==> src/rtl/sparse_neuron_accumulator.sv <==
// sparse_neuron_accumulator
// Accumulates signed weights for every index popped from an upstream
// set-pixel queue, starting from a signed bias, with saturating addition.
// Weights come from a synchronous ROM addressed by weightAddr.
// Optional feature macro: RELU_EN (clamps non-positive results to zero).
module sparse_neuron_accumulator #(
    parameter int INDEX_WIDTH  = 10,
    parameter int WEIGHT_WIDTH = 8,
    parameter int ACC_WIDTH    = 20
) (
    input  logic                   clk,
    input  logic                   reset,
    input  logic                   start,
    input  logic [ACC_WIDTH-1:0]   bias,
    input  logic [INDEX_WIDTH-1:0] indexIn,
    input  logic                   queueEmpty,
    output logic                   dequeue,
    output logic [INDEX_WIDTH-1:0] weightAddr,
    input  logic [WEIGHT_WIDTH-1:0] weightData,
    output logic                   busy,
    output logic                   done,
    output logic [ACC_WIDTH-1:0]   result,
    output logic [INDEX_WIDTH:0]   activeCount
);

    typedef enum logic [2:0] {
        IDLE,
        REQ,
        WAIT,
        ACC,
        FIN
    } state_t;

    localparam logic [INDEX_WIDTH:0] CNT_ONE = {{INDEX_WIDTH{1'b0}}, 1'b1};
    localparam logic [ACC_WIDTH-1:0] ACC_MAX = {1'b0, {(ACC_WIDTH-1){1'b1}}};
    localparam logic [ACC_WIDTH-1:0] ACC_MIN = {1'b1, {(ACC_WIDTH-1){1'b0}}};

    state_t                 state;
    state_t                 next_state;
    logic [ACC_WIDTH-1:0]   acc;
    logic [INDEX_WIDTH:0]   count;
    logic [ACC_WIDTH:0]     sum_wide;
    logic [ACC_WIDTH-1:0]   acc_sat;
    logic [ACC_WIDTH-1:0]   act;

    // State register.
    always_ff @(posedge clk) begin
        if (reset) begin
            state <= IDLE;
        end else begin
            state <= next_state;
        end
    end

    // Next-state logic and the single-cycle strobes (dequeue, done).
    always_comb begin
        next_state = state;
        dequeue    = 1'b0;
        done       = 1'b0;
        case (state)
            IDLE: begin
                if (start) begin
                    next_state = REQ;
                end
            end
            REQ: begin
                if (queueEmpty) begin
                    next_state = FIN;
                end else begin
                    dequeue    = 1'b1;
                    next_state = WAIT;
                end
            end
            WAIT: begin
                next_state = ACC;
            end
            ACC: begin
                next_state = REQ;
            end
            FIN: begin
                done       = 1'b1;
                next_state = IDLE;
            end
            default: begin
                next_state = IDLE;
            end
        endcase
    end

    // Saturating add of the sign-extended weight onto the accumulator.
    always_comb begin
        sum_wide = {acc[ACC_WIDTH-1], acc}
                 + {{(ACC_WIDTH+1-WEIGHT_WIDTH){weightData[WEIGHT_WIDTH-1]}}, weightData};
        if (sum_wide[ACC_WIDTH] != sum_wide[ACC_WIDTH-1]) begin
            acc_sat = sum_wide[ACC_WIDTH] ? ACC_MIN : ACC_MAX;
        end else begin
            acc_sat = sum_wide[ACC_WIDTH-1:0];
        end
    end

    // Output activation applied to the final accumulator value.
    always_comb begin
`ifdef RELU_EN
        act = (!acc[ACC_WIDTH-1] && (acc != '0)) ? acc : '0;
`else
        act = acc;
`endif
    end

    // Datapath registers.
    // result/activeCount are captured on the REQ->FIN transition (acc is
    // already final there) so they are valid in the same cycle done pulses.
    always_ff @(posedge clk) begin
        if (reset) begin
            acc         <= '0;
            count       <= '0;
            busy        <= 1'b0;
            weightAddr  <= '0;
            result      <= '0;
            activeCount <= '0;
        end else begin
            case (state)
                IDLE: begin
                    if (start) begin
                        acc   <= bias;
                        count <= '0;
                        busy  <= 1'b1;
                    end
                end
                REQ: begin
                    if (!queueEmpty) begin
                        weightAddr <= indexIn;
                    end else begin
                        result      <= act;
                        activeCount <= count;
                    end
                end
                ACC: begin
                    acc   <= acc_sat;
                    count <= count + CNT_ONE;
                end
                FIN: begin
                    busy <= 1'b0;
                end
                default: begin
                end
            endcase
        end
    end

endmodule

==> config.mk <==
export PLATFORM = sky130hd
export DESIGN_NAME = sparse_neuron_accumulator
export DESIGN_NICKNAME = d
export VERILOG_FILES = /design/src/rtl/sparse_neuron_accumulator.sv
export SDC_FILE = /design/constraint.sdc
export NUM_CORES = 1
export LEC_CHECK = 0
export CAP_MARGIN = 20
export CORE_ASPECT_RATIO = 0.7
export CORE_MARGIN = 4
export CORE_UTILIZATION = 43
export DETAILED_ROUTE_END_ITERATION = 16
export PLACE_DENSITY_LB_ADDON = 0.12
export SYNTH_ARGS = -nofsm -noshare
export SYNTH_HDL_FRONTEND = slang
export SYNTH_SLANG_ARGS = --single-unit
export TNS_END_PERCENT = 10
==> constraint.sdc <==
create_clock -name clk -period 5 [get_ports clk]
set_input_delay 0.75 -clock clk [delete_from_list [all_inputs] [get_ports clk]]
set_output_delay 0.75 -clock clk [all_outputs]
set_load 0.005 [all_outputs]
Word-level counts from Yosys, hierarchy flattened
Cells that the tools add are included.
Word-level totals
  input bits: 42
  logic and storage cells: 37
  output and inout bits: 44
  register bits: 76
Cells by class
  add/subtract/negate cells: 2
  bitwise gates (word level): 1
  reduce and logical (&&, ||, !) cells: 7
  muxes and demuxes: 14
  eq/ne operators: 6
Operators by type and width (number)
  two-way mux 20 bit: 3
  case mux 20 bit (2 select lines): 1
  case mux 11 bit (2 select lines): 1
  adder 20 x 8 -> 21 bit: 1
  case mux 3 bit (4 select lines): 1
  adder 11 x 1 -> 11 bit (second input constant): 1
  two-way mux 11 bit: 1
  AND reduction 2 bit: 4
  equality test 3 x 2 -> 1 bit (second input constant): 2
  two-way mux 3 bit: 2
  two-way mux 1 bit: 4
  nonzero test 2 bit: 2
  equality test 3 x 1 -> 1 bit (second input constant): 1
  equality test 3 bit (second input constant): 1
  logical NOT 3 bit: 1
  inequality test 2 bit (second input constant): 1
  case mux 1 bit (2 select lines): 1
  inequality test 1 bit: 1
  NOT 1 bit: 1

Depth between registers and ports, before layout
Gate-level depths: netlist (run 1).
  depth after elaboration: 4
  depth in mapped cells: 13
  depth with buffers taken out: 12

Worst setup path after synthesis (run 1)
OpenSTA, ideal clock, no wires.
  path kind: input -> register
  start point: input weightData[0]
  end point: register acc[10]
  arrival time: 2.932 ns
  setup slack: 1.981 ns
  path buffers: 1
  cell stages on the path: 13
  required time: 4.914 ns
  library setup time: 0.086 ns
  path through: ha_1 > inv_1 > fa_1 > nor2b_1 > o2111ai_1 > a21oi_1 > o31ai_1 > a21oi_2 > a41oi_2 > nor2_1 > a21oi_4 > buf_6 > a221oi_2
On the way
  word-level cells in the longest chain between the ends: 4
  elaborated cells on any way between the ends: 5
  those cells by class: 1 x add/sub; 1 x eq/ne; 3 x mux
Ends and longest elaborated chain
  start, declared: RTL line 19  | input logic [WEIGHT_WIDTH-1:0] weightData,
  adder 20 x 8 -> 21 bit *: RTL line 93  | + {{(ACC_WIDTH+1-WEIGHT_WIDTH){weightData[WEIGHT_WIDTH-1]}}, weightData};
  two-way mux 20 bit or inequality test 1 bit (tied branches): RTL line 95, 94
  two-way mux 20 bit *: RTL line 94  | if (sum_wide[ACC_WIDTH] != sum_wide[ACC_WIDTH-1]) begin
  case mux 20 bit (2 select lines) *: RTL line 122  | case (state)
  end signal, assigned: RTL line 125  | acc <= bias;
  end signal, assigned: RTL line 139  | acc <= acc_sat;
  end, declared: RTL line 40  | logic [ACC_WIDTH-1:0] acc;
Every way passes the cells marked *; elsewhere a longest branch is shown, timed or not.
A chain may end at the register's enable or synchronous reset.

Worst setup path in the final report (run 1)
  start point: input weightData[7]
  end point: register acc[17]
Same word-level chain as after synthesis.

==> results.ini, run 1 <==
[status]
status = finished clean

[clock_tree]
cts_tree = built
cts_resized = 0
cts_setup_buffers = 0
hold_buffers = 0
cts-buffers-inserted = 9
cts.sinks = 76
clk_latency_ns = 0.33
clockBufferDepth = 2
h-tree-depth = 3
ctsRootBufferMaster = clkbuf_16
clk_pin_slew_ns = 0.06

[floorplan]
core_area_sq_um = 9070
start_util = 0.441
ios = 86
die_area_sq_um = 10900
rows = 29
die_w_um = 123
die_h_um = 88.7

[sta]
maxSlewHeadroom = 0.502
min_period_ns = 3.75
min_period_over_period = 0.750
setup_slack_ns = 1.25
rsz0062_at_grt = no
max_freq_mhz = 267
hold_violations = 0
finalMaxSlewViolations = 0
tns_ns = 0
clock_skew_ns = 0.00401
setup-violations-final = 0
worst_pin_slew_ns = 0.746

[pwr]
pwr_density_cell_nw_per_um2 = 310
ir_drop_mv = 0.204
p_leak_nw = 1.95

[run]
maxCapViolCount = 0

[synth]
syn_nets = 535
syn_area_per_cell_sq_um = 8.49
synthTopCellsByArea = dfxtp_1, nand2_1, a21oi_1, ha_1, mux2i_1
synth-compound-area-share = 0.232
synthAdderAreaFrac = 0.0707
synth_top_family_by_area = compound AO/OA/AOI/OAI gates
ys_seq_area_frac = 0.381
synth_seq_cells = 76
synth_cell_type_count = 56
syn_area_sq_um = 4000
synthXorXnorAreaFrac = 0.0369
yosys.area.top_type = dfxtp_1
yosys_warnings = 0
synth_edf_count = 0
synth.top_cell.area_share = 0.381
synthMuxAreaShare = 0.0532
synthFlopType = dfxtp_1
synth_cells = 471
async_flop_share = 0
synth-simple-area-share = 0.188

[route]
wl_per_cell_um = 15.2
first_pass_iters = 4
highest_layer = met4
vias = 3558
wirelength_um = 10300
viasPerCell = 5.25
ant_nets = 0
met3_length_um = 668
drc = 0
first_iter_violations = 215
dr_wl_met2_um = 4260
met1_length_um = 5280

[worst_setup_path]
r2r_end = acc[17]$_SDFFE_PP0P_
crit_type = in2reg
startpoint_type = input port
r2r_cells = 12
critPathCaptureType = flip-flop
r2r_setup_slack_ns = 1.82
arrival_ns = 3.92
critPathRequiredTime_ns = 5.17
cp-startpoint = weightData[7]
worstPathMaxFanout = 19
r2r_start = acc[0]$_SDFFE_PP0P_

[global_route]
grtUsageTotal = 0.195
grt_max_degree = 69
grt_pass1_wl_um = 16500
grt_pass1_vias = 3275
antenna_found_initial = 0
grt_overflow = 0

[hold_path]
min_to = result[14]$_SDFFE_PP0P_
min_from = result[14]$_SDFFE_PP0P_
hp-class = reg2reg
hold_depth = 2

[finish]
mostFrequentLayoutCells = nand2_1, clkdlybuf4s50_1, dfxtp_1
drive_gt1_frac = 0.0776
nets = 614
diodes = 0
nFillCells = 813
syn_to_final_growth_pct = 31.0
mostFrequentLayoutCell = nand2_1

[place]
post-dp-hpwl_um = 7410
gp_congestion = 0.844
pre_cts_slack_ns = 0.885
io_buffers = 85

==> cell families after synthesis <==
family	count (synthesis)
buffers and inverters	31
xor gates and xnor gates	16
and+or+nand+nor	173
muxes	20
adders and majority gates	22
DFF	76
AOI/OAI and AO/OA	133
==> worst max path at each step <==
stage,slack (ns),end
after CTS,1.23,acc[17]$_SDFFE_PP0P_
after global routing,1.07,acc[17]$_SDFFE_PP0P_
after floorplan,1.98,acc[10]$_SDFFE_PP0P_
final,1.25,acc[17]$_SDFFE_PP0P_
after detailed placement,0.89,acc[17]$_SDFFE_PP0P_
after global placement,1.03,acc[9]$_SDFFE_PP0P_
==> layer usage <==
metal | track usage | up-vias
met5 | 0 | -
met3 | 0.0613 | 11
met2 | 0.274 | 97
met4 | 0.0533 | 0
met1 | 0.287 | 1619
li1 | - | 1831
==> flip-flops by register name, summed over array words and instances, names as in the netlist <==
signal       flops
acc             20
activeCount     11
busy             1
count           11
result          20
state            3
weightAddr      10
==> cells in the mapped netlist (2+ instances only) <==
master,n
a211oi_1,3
a21o_1,6
a21oi_1,66
a221oi_1,9
a221oi_2,10
a22oi_1,3
a311oi_1,2
a31oi_1,2
and3_1,2
buf_4,2
buf_6,2
clkbuf_1,16
dfxtp_1,76
dlygate4sd1_1,3
ha_1,21
inv_1,7
mux2i_1,19
nand2_1,104
nand2b_1,6
nand3_1,12
nand3b_1,5
nand4_1,3
nor2_1,26
nor2b_1,2
nor3_1,4
o21a_1,5
o21ai_0,12
o21bai_1,2
xnor2_1,8
xor2_1,7
==> critical path, stage by stage <==
cell             delay, ns
clkdlybuf4s50_1       0.54
ha_1                  0.43
a21o_1                0.21
nand4_1               0.09
o21ai_0               0.10
o31ai_1               0.33
a21oi_2               0.16
a41oi_2               0.34
nor2_1                0.12
a21oi_4               0.62
a221oi_1              0.22
==> metrics by stage <==
stage / cells / cell area, sq um / hold WS, ns / utilization / power (mW)
2_1_floorplan: 471 / 4000 / 0.445 / - / 0.863
3_3_place_gp: 662 / 4920 / 0.442 / 0.542 / 0.953
3_5_place_dp: 663 / 4930 / 0.447 / 0.543 / 0.959
4_1_cts: 678 / 5240 / 0.455 / 0.577 / 1.64
5_1_grt: 678 / 5240 / 0.472 / 0.577 / 1.70
6_report: 678 / 5240 / 0.452 / 0.577 / 1.62
==> layout make-up <==
cell class | count | area, sq um | area share
Multi-Input combinational cell | 364 | 2330 | 0.445
Sequential cell | 76 | 1520 | 0.291
Timing Repair Buffer | 92 | 898 | 0.172
Clock buffer | 10 | 229 | 0.0437
Tap cell | 124 | 155 | 0.0296
Clock inverter | 5 | 77.6 | 0.0148
Inverter | 7 | 26.3 | 0.00502
==> report_power, final <==
part / internal, mW / total, mW / leakage, nW / switching, mW
clock: 0.432 / 0.678 / 0.148 / 0.245
sequential: 0.628 / 0.645 / 0.617 / 0.0176
combinational: 0.142 / 0.301 / 1.18 / 0.160
total: 1.20 / 1.62 / 1.95 / 0.423
Power figures use the tool's default switching activity.
==> inputs of run 2 (changes only) <==
Clock period 5 ns to 3.6 ns, I/O delays scaled along.
==> results.ini, run 2 (same netlist as run 1, synthesis figures left out) <==
[worst_setup_path]
startpoint_type = input port
critPathBufInv = 2
r2r_start = acc[0]$_SDFFE_PP0P_
cp_slowest_cell = o21bai_2
cp-startpoint = weightData[0]
worstPathMaxFanout = 9
crit_type = in2reg
r2r_setup_slack_ns = 0.65
cpPeakStageDelay_ns = 0.59
critPathTopFamily = compound AO/OA/AOI/OAI gates
critPathCaptureType = flip-flop
critPathRequiredTime_ns = 3.77
crit_chain = clkdlybuf4s50_1 > ha_1 > inv_1 > fa_1 > nor2b_1 > o2111ai_1 > a21oi_1 > o31ai_1 > a21oi_2 > a41oi_2 > o21ai_1 > o21bai_2 > a221oi_1
arrival_ns = 3.46

[clock_tree]
clockBufferDepth = 2
h-tree-depth = 3
cts.sinks = 76
cts-buffers-inserted = 9
clk_latency_ns = 0.34
clk_pin_slew_ns = 0.06
ctsRootBufferMaster = clkbuf_16
cts_resized = 0
cts_tree = built

[sta]
finalMaxSlewViolations = 0
hold_violations = 0
rsz0062_at_grt = no
worst_pin_slew_ns = 0.735
setup-violations-final = 0
min_period_ns = 3.29
maxSlewHeadroom = 0.509
max_freq_mhz = 304
min_period_over_period = 0.914
clock_skew_ns = 0.00633
setup_slack_ns = 0.311

[floorplan]
core_area_sq_um = 9070
die_w_um = 123
rows = 29
ios = 86
start_util = 0.441
die_h_um = 88.7
die_area_sq_um = 10900

[route]
ant_nets = 0
viasPerCell = 5.33
wl_per_cell_um = 15.1
first_pass_iters = 4
wirelength_um = 10600
vias = 3725
drc = 0
first_iter_violations = 279

[pwr]
power_mw = 2.30
ir_drop_mv = 0.278
pwr_density_cell_nw_per_um2 = 424
p_leak_nw = 2.05

[finish]
mostFrequentLayoutCells = nand2_1, clkdlybuf4s50_1, dfxtp_1
reg_top3 = acc x20, result x20
syn_to_final_growth_pct = 35.6
diodes = 0
multiInputGateArea_sq_um = 2330
nFillCells = 818
register_area_sq_um = 1520
mostFrequentLayoutCell = nand2_1
nets = 634
drive_gt1_frac = 0.111
final_core_util = 0.598

[run]
maxCapViolCount = 0

[global_route]
grtUsageTotal = 0.198
grt_pass1_wl_um = 17000
grt_overflow = 0
grt_max_degree = 40
antenna_found_initial = 0
grt_pass1_vias = 3453

[place]
pre_cts_slack_ns = -0.127
gp_congestion = 0.939
io_buffers = 85
post-dp-hpwl_um = 7680

[hold_path]
min_from = weightAddr[6]$_SDFFE_PP0P_
hp-class = reg2reg

[status]
status = finished clean

## run 2: report_power, final
| part | internal, mW | leakage [nW] | total (mW) | switching, mW |
|---|---|---|---|---|
| clock network | 0.607 | 0.149 | 0.959 | 0.352 |
| logic | 0.217 | 1.29 | 0.445 | 0.228 |
| registers | 0.872 | 0.617 | 0.897 | 0.0259 |
## run 2: path summary, 6_finish.rpt
check	end	cells past startpoint
max reg2reg	acc[3]$_SDFFE_PP0P_	12
min	weightAddr[6]$_SDFFE_PP0P_	2
max	acc[3]$_SDFFE_PP0P_	13
min reg2reg	weightAddr[6]$_SDFFE_PP0P_	2
## run 2: cell type report
type	instances	share of cell area
clock buffers	10	0.0422
clock inverters	6	0.0164
inverters	7	0.00485
multi-input cells	364	0.429
flip-flops and latches	76	0.281
repair buffers	112	0.198
well taps	124	0.0286
## run 2: per-layer routing
metal | GRT usage | up-vias | share of wire
li1 | - | 1873 | -
met1 | 0.297 | 1740 | 0.53
met2 | 0.279 | 99 | 0.40
met3 | 0.0486 | 13 | 0.054
met4 | 0.0603 | 0 | 0.014
met5 | 0 | - | 0
## run 2: metrics by stage
step / TNS (ns) / instances / cell area (sq um) / hold WS [ns]
final: 0 / 699 / 5420 / 0.452
after global routing: 0 / 699 / 5420 / 0.476
after CTS: 0 / 693 / 5350 / 0.455
after detailed placement: -1.09 / 677 / 5030 / 0.447
after global placement: -0.345 / 677 / 5030 / 0.442
after floorplan: 0 / 471 / 4000 / 0.445
## run 2: timing repair
item	CTS	global route
endpoints found under the setup margin	0	5
hold buffers	0	0
buffers inserted	0	6
## run 2: worst register-to-register path: stages, from the launching register on
cell,delay [ns]
dfxtp_1,0.33
ha_1,0.20
inv_1,0.07
fa_1,0.18
nor2b_1,0.06
o2111ai_1,0.21
a21oi_1,0.10
o31ai_1,0.36
a21oi_2,0.11
a41oi_2,0.32
o21ai_1,0.14
o21bai_2,0.59
a221oi_1,0.12
